File: src/rtl/audio_pkg.sv
// Shared types and helpers for the audio stream sequencer.
package audio_pkg;

  localparam int CODEC_DW = 24;
  localparam int ROM_DW   = 16;

  typedef enum logic [2:0] {
    S_IDLE,
    S_WAIT_TICK,
    S_FETCH,
    S_WRITE,
    S_MIC_WAIT,
    S_MIC_WRITE
  } state_t;

  // ROM samples are signed 16-bit. Placing them in the top bits of the codec
  // word keeps the sign bit where the codec expects it and pads with zeros.
  function automatic logic [CODEC_DW-1:0] rom_to_codec(input logic [ROM_DW-1:0] s);
    return {s, {(CODEC_DW-ROM_DW){1'b0}}};
  endfunction

endpackage

File: src/rtl/audio_stream_sequencer_if.sv
// Codec read/write handshake bundle (ADC pop side and DAC push side).
interface audio_stream_sequencer_if;
  import audio_pkg::*;

  logic                read_ready;
  logic [CODEC_DW-1:0] readdata_left;
  logic [CODEC_DW-1:0] readdata_right;
  logic                read;
  logic                write_ready;
  logic                write;
  logic [CODEC_DW-1:0] writedata_left;
  logic [CODEC_DW-1:0] writedata_right;

  // Sequencer side
  modport master (
    input  read_ready, readdata_left, readdata_right, write_ready,
    output read, write, writedata_left, writedata_right
  );

  // Codec side
  modport slave (
    output read_ready, readdata_left, readdata_right, write_ready,
    input  read, write, writedata_left, writedata_right
  );
endinterface

File: src/rtl/audio_stream_sequencer_sample_tick_gen.sv
// Free-running divider producing a one-cycle sample tick every SAMPLE_DIV clocks.
module sample_tick_gen #(
  parameter int SAMPLE_DIV = 1250
) (
  input  logic clk,
  input  logic reset,
  output logic tick
);
  localparam int DW = (SAMPLE_DIV > 1) ? $clog2(SAMPLE_DIV) : 1;

  logic [DW-1:0] div_q, div_d;

  // Tick on the last count, then wrap to zero.
  always_comb begin
    tick  = (div_q == DW'(SAMPLE_DIV - 1));
    div_d = tick ? '0 : div_q + 1'b1;
  end

  // Divider register.
  always_ff @(posedge clk or posedge reset) begin
    if (reset) div_q <= '0;
    else       div_q <= div_d;
  end
endmodule

File: src/rtl/audio_stream_sequencer.sv
// Paces ROM file playback into the codec DAC at the sample rate, or loops
// codec ADC samples straight back to the DAC in mic mode.
module audio_stream_sequencer
  import audio_pkg::*;
#(
  parameter int SAMPLE_DIV = 1250,
  parameter int ROM_SIZE   = 52612,
  parameter int ADDR_W     = 16,
  parameter int ROM_LAT    = 2
) (
  input  logic                   clk,
  input  logic                   reset,
  input  logic                   play_start,
  input  logic                   play_stop,
  input  logic                   loop_en,
  input  logic                   src_sel,
  output logic [ADDR_W-1:0]      rom_addr,
  input  logic [ROM_DW-1:0]      rom_q,
  audio_stream_sequencer_if.master codec,
  output logic                   playing,
  output logic                   done,
  output logic [7:0]             drop_cnt
);
  localparam int                LAT_W     = (ROM_LAT > 1) ? $clog2(ROM_LAT) : 1;
  localparam logic [ADDR_W-1:0] LAST_ADDR = ADDR_W'(ROM_SIZE - 1);

  logic tick;

  sample_tick_gen #(.SAMPLE_DIV(SAMPLE_DIV)) u_tick (
    .clk   (clk),
    .reset (reset),
    .tick  (tick)
  );

  state_t              state_q, state_d;
  logic [ADDR_W-1:0]   addr_q, addr_d;
  logic [LAT_W-1:0]    lat_q, lat_d;
  logic                playing_q, playing_d;
  logic                done_q, done_d;
  logic                stop_q, stop_d;
  logic                pend_q, pend_d;
  logic [7:0]          drop_q, drop_d;
  logic [CODEC_DW-1:0] wl_q, wl_d;
  logic [CODEC_DW-1:0] wr_q, wr_d;
  logic                read_c, write_c;

  // Next-state, datapath and handshake strobes.
  always_comb begin
    state_d   = state_q;
    addr_d    = addr_q;
    lat_d     = lat_q;
    playing_d = playing_q;
    done_d    = 1'b0;
    stop_d    = stop_q;
    pend_d    = pend_q;
    drop_d    = drop_q;
    wl_d      = wl_q;
    wr_d      = wr_q;
    read_c    = 1'b0;
    write_c   = 1'b0;

    // A tick landing while a sample is still in flight is remembered once;
    // a second one before it is consumed is a lost sample period.
    if ((state_q == S_FETCH || state_q == S_WRITE) && tick) begin
      if (pend_q) drop_d = (drop_q == 8'hFF) ? drop_q : drop_q + 8'd1;
      else        pend_d = 1'b1;
    end

    // Stop is deferred until the in-flight sample has been written.
    if ((state_q == S_FETCH || state_q == S_WRITE) && play_stop) stop_d = 1'b1;

    case (state_q)
      S_IDLE: begin
        playing_d = 1'b0;
        stop_d    = 1'b0;
        pend_d    = 1'b0;
        if (!src_sel) begin
          state_d = S_MIC_WAIT;
        end else if (play_start && !play_stop) begin
          addr_d    = '0;
          playing_d = 1'b1;
          state_d   = S_WAIT_TICK;
        end
      end

      S_WAIT_TICK: begin
        if (play_stop || stop_q || !src_sel) begin
          state_d   = S_IDLE;
          playing_d = 1'b0;
          stop_d    = 1'b0;
          pend_d    = 1'b0;
        end else if (tick || pend_q) begin
          pend_d  = 1'b0;
          lat_d   = '0;
          state_d = S_FETCH;
        end
      end

      S_FETCH: begin
        if (lat_q == LAT_W'(ROM_LAT - 1)) begin
          wl_d    = rom_to_codec(rom_q);
          wr_d    = rom_to_codec(rom_q);
          state_d = S_WRITE;
        end else begin
          lat_d = lat_q + 1'b1;
        end
      end

      S_WRITE: begin
        if (codec.write_ready) begin
          write_c = 1'b1;
          if (stop_q || play_stop) begin
            state_d   = S_IDLE;
            playing_d = 1'b0;
            stop_d    = 1'b0;
            pend_d    = 1'b0;
          end else if (addr_q == LAST_ADDR) begin
            if (loop_en) begin
              addr_d  = '0;
              state_d = S_WAIT_TICK;
            end else begin
              done_d    = 1'b1;
              state_d   = S_IDLE;
              playing_d = 1'b0;
              pend_d    = 1'b0;
            end
          end else begin
            addr_d  = addr_q + 1'b1;
            state_d = S_WAIT_TICK;
          end
        end
      end

      S_MIC_WAIT: begin
        if (src_sel) begin
          state_d = S_IDLE;
        end else if (codec.read_ready && codec.write_ready) begin
          read_c  = 1'b1;
          wl_d    = codec.readdata_left;
          wr_d    = codec.readdata_right;
          state_d = S_MIC_WRITE;
        end
      end

      S_MIC_WRITE: begin
        if (codec.write_ready) begin
          write_c = 1'b1;
          state_d = S_MIC_WAIT;
        end
      end

      default: state_d = S_IDLE;
    endcase
  end

  // State and datapath registers.
  always_ff @(posedge clk or posedge reset) begin
    if (reset) begin
      state_q   <= S_IDLE;
      addr_q    <= '0;
      lat_q     <= '0;
      playing_q <= 1'b0;
      done_q    <= 1'b0;
      stop_q    <= 1'b0;
      pend_q    <= 1'b0;
      drop_q    <= '0;
      wl_q      <= '0;
      wr_q      <= '0;
    end else begin
      state_q   <= state_d;
      addr_q    <= addr_d;
      lat_q     <= lat_d;
      playing_q <= playing_d;
      done_q    <= done_d;
      stop_q    <= stop_d;
      pend_q    <= pend_d;
      drop_q    <= drop_d;
      wl_q      <= wl_d;
      wr_q      <= wr_d;
    end
  end

  assign rom_addr              = addr_q;
  assign playing               = playing_q;
  assign done                  = done_q;
  assign drop_cnt              = drop_q;
  assign codec.read            = read_c;
  assign codec.write           = write_c;
  assign codec.writedata_left  = wl_q;
  assign codec.writedata_right = wr_q;
endmodule

File: src/flat_wrapper.sv
// flat-port wrapper written by rule: the top's interface ports become plain ports
module audio_stream_sequencer_flat import audio_pkg::*;
#(
  parameter int SAMPLE_DIV = 1250,
  parameter int ROM_SIZE   = 52612,
  parameter int ADDR_W     = 16,
  parameter int ROM_LAT    = 2
)
  (clk, reset, play_start, play_stop, loop_en, src_sel, rom_addr, rom_q, playing, done, drop_cnt, codec_read_ready, codec_readdata_left, codec_readdata_right, codec_write_ready, codec_read, codec_write, codec_writedata_left, codec_writedata_right);
  audio_stream_sequencer_if codec_i ();
  input  logic clk;
  input  logic reset;
  input  logic play_start;
  input  logic play_stop;
  input  logic loop_en;
  input  logic src_sel;
  output logic [ADDR_W-1:0] rom_addr;
  input  logic [ROM_DW-1:0] rom_q;
  output logic playing;
  output logic done;
  output logic [7:0] drop_cnt;
  input wire logic [$bits(codec_i.read_ready)-1:0] codec_read_ready;
  input wire logic [$bits(codec_i.readdata_left)-1:0] codec_readdata_left;
  input wire logic [$bits(codec_i.readdata_right)-1:0] codec_readdata_right;
  input wire logic [$bits(codec_i.write_ready)-1:0] codec_write_ready;
  output wire logic [$bits(codec_i.read)-1:0] codec_read;
  output wire logic [$bits(codec_i.write)-1:0] codec_write;
  output wire logic [$bits(codec_i.writedata_left)-1:0] codec_writedata_left;
  output wire logic [$bits(codec_i.writedata_right)-1:0] codec_writedata_right;
  assign codec_i.read_ready = codec_read_ready;
  assign codec_i.readdata_left = codec_readdata_left;
  assign codec_i.readdata_right = codec_readdata_right;
  assign codec_i.write_ready = codec_write_ready;
  assign codec_read = codec_i.read;
  assign codec_write = codec_i.write;
  assign codec_writedata_left = codec_i.writedata_left;
  assign codec_writedata_right = codec_i.writedata_right;
  audio_stream_sequencer #(.SAMPLE_DIV(SAMPLE_DIV), .ROM_SIZE(ROM_SIZE), .ADDR_W(ADDR_W), .ROM_LAT(ROM_LAT)) u_core (.clk(clk), .reset(reset), .play_start(play_start), .play_stop(play_stop), .loop_en(loop_en), .src_sel(src_sel), .rom_addr(rom_addr), .rom_q(rom_q), .codec(codec_i), .playing(playing), .done(done), .drop_cnt(drop_cnt));
endmodule
File: config.mk
export PLATFORM = sky130hd
export DESIGN_NAME = audio_stream_sequencer_flat
export DESIGN_NICKNAME = d
export VERILOG_FILES = /design/src/rtl/audio_pkg.sv /design/src/rtl/audio_stream_sequencer_if.sv /design/src/rtl/audio_stream_sequencer_sample_tick_gen.sv /design/src/rtl/audio_stream_sequencer.sv /design/src/flat_wrapper.sv
export SDC_FILE = /design/constraint.sdc
export NUM_CORES = 1
export LEC_CHECK = 0
export CAP_MARGIN = 20
export CORE_MARGIN = 2
export CORE_UTILIZATION = 46
export CTS_BUF_LIST = sky130_fd_sc_hd__clkbuf_16
export DETAILED_ROUTE_END_ITERATION = 12
export HOLD_SLACK_MARGIN = 0.08
export PLACE_DENSITY = 0.87
export SKIP_CTS_REPAIR_TIMING = 1
export SLEW_MARGIN = 5
export SYNTH_ARGS = -nofsm -noshare
export SYNTH_HDL_FRONTEND = slang
export SYNTH_SLANG_ARGS = --single-unit
export TNS_END_PERCENT = 50
File: constraint.sdc
create_clock -name clk -period 3.1 [get_ports clk]
set_input_delay 0.31 -clock clk [delete_from_list [all_inputs] [get_ports clk]]
set_output_delay 0.31 -clock clk [all_outputs]
set_load 0.03 [all_outputs]
======== Word-level counts from Yosys, hierarchy flattened ========
Index checks and enable logic that the tools add are counted.
cells by class
  reduce and logical (&&, ||, !) cells .... 22
  multiplexer cells ....................... 63
  equality and inequality tests ........... 25
  add/sub/neg operators ................... 4
  bitwise logic cells ..................... 1
operator list
  kind                   number
  $mux 24                5
  $mux 16                6
  $pmux 24 s2            2
  $mux 1                 33
  $pmux 16 s2            1
  $mux 3                 10
  $pmux 3 s6             1
  $add 16x1->16 const B  1
  $eq 16x16->1 const B   1
  $ne 2x2->1 const B     6
  $reduce_and 6->1       2
  $add 11x1->11 const B  1
  $eq 11x11->1 const B   1
  $mux 11                1
  $ne 2x1->1 const B     5
  $ne 3x3->1 const B     3
  $pmux 1 s3             3
  $add 8x1->8 const B    1
  $eq 8x8->1 const B     1
  $eq 3x2->1 const B     2
  $eq 3x3->1 const B     2
  $ne 3x2->1 const B     2
  $reduce_and 3->1       2
  $reduce_bool 2->1      3
  13 further kinds       20
storage, ports and cells
  input bits .............................. 72
  word-level logic and storage cells ...... 126
  output and inout bits ................... 76
  flip-flop bits (word level) ............. 91

======== Logic depth before layout (Yosys ltp) ========
  word-level depth ........................ 9
  gate-level depth with buffers ........... 8
  mapped depth without buffers ............ 7

======== Cells and area by module ========
From an unflattened synthesis, not the netlist that was laid out.
second synthesis, totals
  cells, all modules ...................... 487
  area total of the unflattened synthesis .. 4,491.8 um^2
by module, submodules not included
  module                  times used  seq. area each (um^2)  area each (um^2)  cells each
  audio_stream_sequencer  1           2,001.9                3,957.5           434
  sample_tick_gen         1           275.3                  534.3             53

======== Least setup slack after synthesis ========
No wires, ideal clock.
  path type ............................... register -> register
  start ................................... reg u_core.addr_q[0], in the netlist u_core.rom_addr[0]
  end ..................................... reg u_core.addr_q[15], in the netlist u_core.rom_addr[15]
  arrival ................................. 1.791 ns
  setup slack ............................. 1.191 ns
  library setup time ...................... 0.118 ns
  data required time ...................... 2.982 ns
  period minus slack after synthesis ...... 1.909 ns
  path buffers ............................ 0
  cell stages (with the launch flop) ...... 7
  cell sequence ........................... dfrtp_1 > ha_1 > and4b_1 > nand4_1 > o21ai_1 > o21ai_0 > a21o_1
between the ends
  cells in the longest elaborated chain, start to end .. 5
  elaborated cells on any way between the ends .. 8
  those cells by class .................... add/sub: 1; eq/ne: 2; mux: 4; reduce/logical: 1
RTL lines
  what                                           line                                                          source
  from (decl)                                    audio_stream_sequencer.sv:36                                  logic [ADDR_W-1:0] addr_q, addr_d;
  from (signal assigned)                         audio_stream_sequencer.sv:171                                 addr_q <= addr_d;
  $add 16x1->16 or $eq 16x16->1 (tied branches)  audio_stream_sequencer.sv:128, audio_stream_sequencer.sv:117
  $mux 16                                        audio_stream_sequencer.sv:117                                 end else if (addr_q == LAST_ADDR) begin
  $mux 16                                        audio_stream_sequencer.sv:112                                 if (stop_q || play_stop) begin
  $mux 16                                        audio_stream_sequencer.sv:110                                 if (codec.write_ready) begin
  $pmux 16 s2                                    audio_stream_sequencer.sv:72                                  case (state_q)
Several ways; a longest one is shown, not always the timed one. The select of a mux whose other input is x is not followed.
A chain may end at the register's enable or synchronous reset.

======== Worst setup path in the final report ========
  start ................................... reg u_core.addr_q[3], in the netlist u_core.rom_addr[3]
  end ..................................... reg u_core.addr_q[11], in the netlist u_core.rom_addr[11]
Same word-level chain as after synthesis.

==> out/results.ini <==
[run_status]
run_status = complete, no violations

[floorplan]
design.portCount = 148
dieWidth_um = 102
die_y_um = 102
row_count = 35
floorplan.die_area_um2 = 10300
placeableCoreArea_um2 = 9240
initial_core_utilization = 0.474

[setup_path]
worst_path_max_delay_cell = sky130_fd_sc_hd__nor4bb_1
maximum_cell_stage_delay_along_the_critical_path_ns = 0.55
critical_path_peak_fanout = 9
worst_ep_required_time_ns = 3.33
critical-path-top-cell-by-count = sky130_fd_sc_hd__o31ai_1
setup.worst_path.end_class = flop
criticalPathCategory = reg -> reg
critical_path_buf_inv_count = 0
cpLargestDelayFamily = simple AND/OR/NAND/NOR gates
worstPathCellList = nor4bb_1 -> nand4_1 -> nor3_2 -> o31ai_1 -> o31ai_1
worst_ep_arrival_time_ns = 2.59
worst_setup_path_start_kind = flop

[synth]
synth_cells = 452
synth_area_per_cell_um2 = 9.70
synth-seq-area-share = 0.520
yosysTopAreaCell = sky130_fd_sc_hd__dfrtp_1
synth_area_um2 = 4380
netlist.area_leader.share = 0.520
synth-main-ff-cell = sky130_fd_sc_hd__dfrtp_1
synthTopCellsByArea = sky130_fd_sc_hd__dfrtp_1 (52%), sky130_fd_sc_hd__o21ai_0 (6.5%), sky130_fd_sc_hd__a21oi_1 (4.6%)
netlist-cell-type-count = 52
synth_nets = 528
ys_async_sr_fraction = 1.00
ys_ff_latch = 91
synth_edf_count = 0
yosys.cell_count.top_type = sky130_fd_sc_hd__dfrtp_1
yosysWarnings = 0
post_synth_most_frequent_cells = sky130_fd_sc_hd__dfrtp_1 (91), sky130_fd_sc_hd__o21ai_0 (57), sky130_fd_sc_hd__nand2_1 (51)

[flow_run]
max_cap_violations = 0

[detailed_routing]
detailed_router_iteration_count_before_antenna_repair = 4
vias = 4041
drt_wl_total_mm = 12.2
drt_first_iter_violations = 247
postRouteAntennaNets = 0
drc = 0
wl_per_cell_um = 16.7
post_drt_via_cell_ratio = 5.56

[clocking]
cts.sinks = 91
cts_tree = built
ctsLongestPathBuffers = 2
clk_transition_reported_paths_ns = 0.07
worst_skew_pair.late_latency_ns = 0.33
total_cts_buffers = 9
htree_num_levels = 3
clockRootBuffer = sky130_fd_sc_hd__clkbuf_16

[placed_design]
place_inst = 711
placement.cell_area_um2 = 5990
gpl.final_weighted_congestion = 0.934
detailedPlace.worstSlack_ns = 0.672
detailedPlacementHpwl_mm = 8.93
buffers_on_ports = 147

[sta]
final_setup_violation_count = 0
max-slew-margin-rel = 0.538
finalSetupTns_ns = 0
fin_skew_ns = 0.00821
timing.final.crit_share = 0.762
report.final.hold_viol_count = 0
layout_setup_ws_ns = 0.737
max_freq_mhz = 423
setup_repair_after_global_routing_missed_its_margin = false
min_period_ns = 2.36
worstMarginPinSlew_ns = 0.692
timing_max_transition_violations_final = 0

[final_layout]
areaGrowthSynthToFinish_pct = 43.4
finish.net_count = 669
final_cell_area_um2 = 6290
num_antenna_cells = 0
final_layout_size_suffix_gt1_frac = 0.0485
non_filler_instance_count_after_layout = 727

[power]
power_per_cell_area_nw_per_um2 = 828
ir_drop_mv = 0.407
power.static_leakage_nw = 2.64
report.power.total_mw = 5.20

[global_routing]
grt_pass1_vias = 3938
antenna_found_initial = 0
gr-total-overflow = 0
grt.total_usage = 0.235
grt_first_pass_wirelength_mm = 19.3
grt_start_max_net_pins = 58

[min_path]
hold_path.class = in -> async

per-layer routing:
layer / part of all wire / wire length (µm) / GRT usage / vias to the layer above
met3: 0.079 / 958 / 0.0462 / 6
met5: 0 / 0 / 0 / -
met4: 0.0042 / 51 / 0.0437 / 0
li1: - / - / - / 1924
met2: 0.49 / 6020 / 0.410 / 179
met1: 0.42 / 5140 / 0.307 / 1932
path summary, 6_finish.rpt:
kind | start | to | slack, ns | cells past startpoint
worst max-delay path | u_core.rom_addr[3]$_DFFE_PP0P_ | u_core.rom_addr[11]$_DFFE_PP0P_ | 0.74 | 5
min in group clk | u_core.codec.writedata_left[15]$_DFFE_PP0P_ | u_core.codec.writedata_left[15]$_DFFE_PP0P_ | 0.48 | 2
worst min-delay path | reset | u_core.codec.writedata_right[21]$_DFFE_PP0P_ | 0.39 | 2
worst max register to register | u_core.rom_addr[3]$_DFFE_PP0P_ | u_core.rom_addr[11]$_DFFE_PP0P_ | 0.74 | 5
max in group asynchronous | reset | u_core.codec.writedata_left[20]$_DFFE_PP0P_ | 1.99 | 3
worst min register to register | u_core.codec.writedata_left[15]$_DFFE_PP0P_ | u_core.codec.writedata_left[15]$_DFFE_PP0P_ | 0.48 | 2
where the power goes:
group	switching [mW]	internal, mW
clock	0.459	0.624
combinational	1.39	0.941
sequential	0.270	1.52
total	2.12	3.09
cell usage in the layout (no fill, tap or decap), drive strengths merged, types with 3 or more instances in the layout:
master,n
xor2,4
nor4bb,3
ha,4
buf,6
a22o,17
nor3,3
o31ai,5
a21oi,40
clkbuf,9
dfrtp,91
nand4,14
and4,6
a211oi,5
clkdlybuf4s50,146
nor2b,17
and2,4
inv,10
nor2,21
nand2,51
xnor2,13
o21ai,59
nor3b,4
and3,8
nand3,21
nor4b,5
area by class of cell:
cell class / instances / area [µm²]
Fill cell: 708 / 2950
Clock inverter: 7 / 70.1
Multi-Input combinational cell: 331 / 1990
Inverter: 8 / 31.3
Sequential cell: 91 / 2280
Clock buffer: 9 / 225
Tap cell: 129 / 161
Timing Repair Buffer: 152 / 1530
through the flow:
| stage | hold WS, ns | util |
|---|---|---|
| final | 0.390 | 0.680 |
| after global routing | 0.435 | 0.680 |
| after CTS | 0.405 | 0.680 |
| after detailed placement | 0.470 | 0.648 |
| after global placement | 0.461 | 0.648 |
| after floorplan | 0.443 | - |
registers in the layout (all words and copies together), names as in the netlist:
name                          cells
u_core.stop_q                     1
u_core.codec.writedata_right     24
u_core.codec.writedata_left      24
u_core.state_q                    3
u_core.u_tick.div_q              11
u_core.done                       1
u_core.lat_q                      1
u_core.rom_addr                  16
u_core.playing                    1
u_core.pend_q                     1
u_core.drop_cnt                   8
kinds of logic after synthesis:
group	count (synthesis)	share of synthesized area
compound gates	138	0.188
xor+xnor	17	0.0340
fa+ha+maj	4	0.0114
buf+inv	30	0.0283
flops	91	0.520
mux	3	0.00714
simple gates	169	0.212
Note: power is estimated with default switching activity, not from simulation.
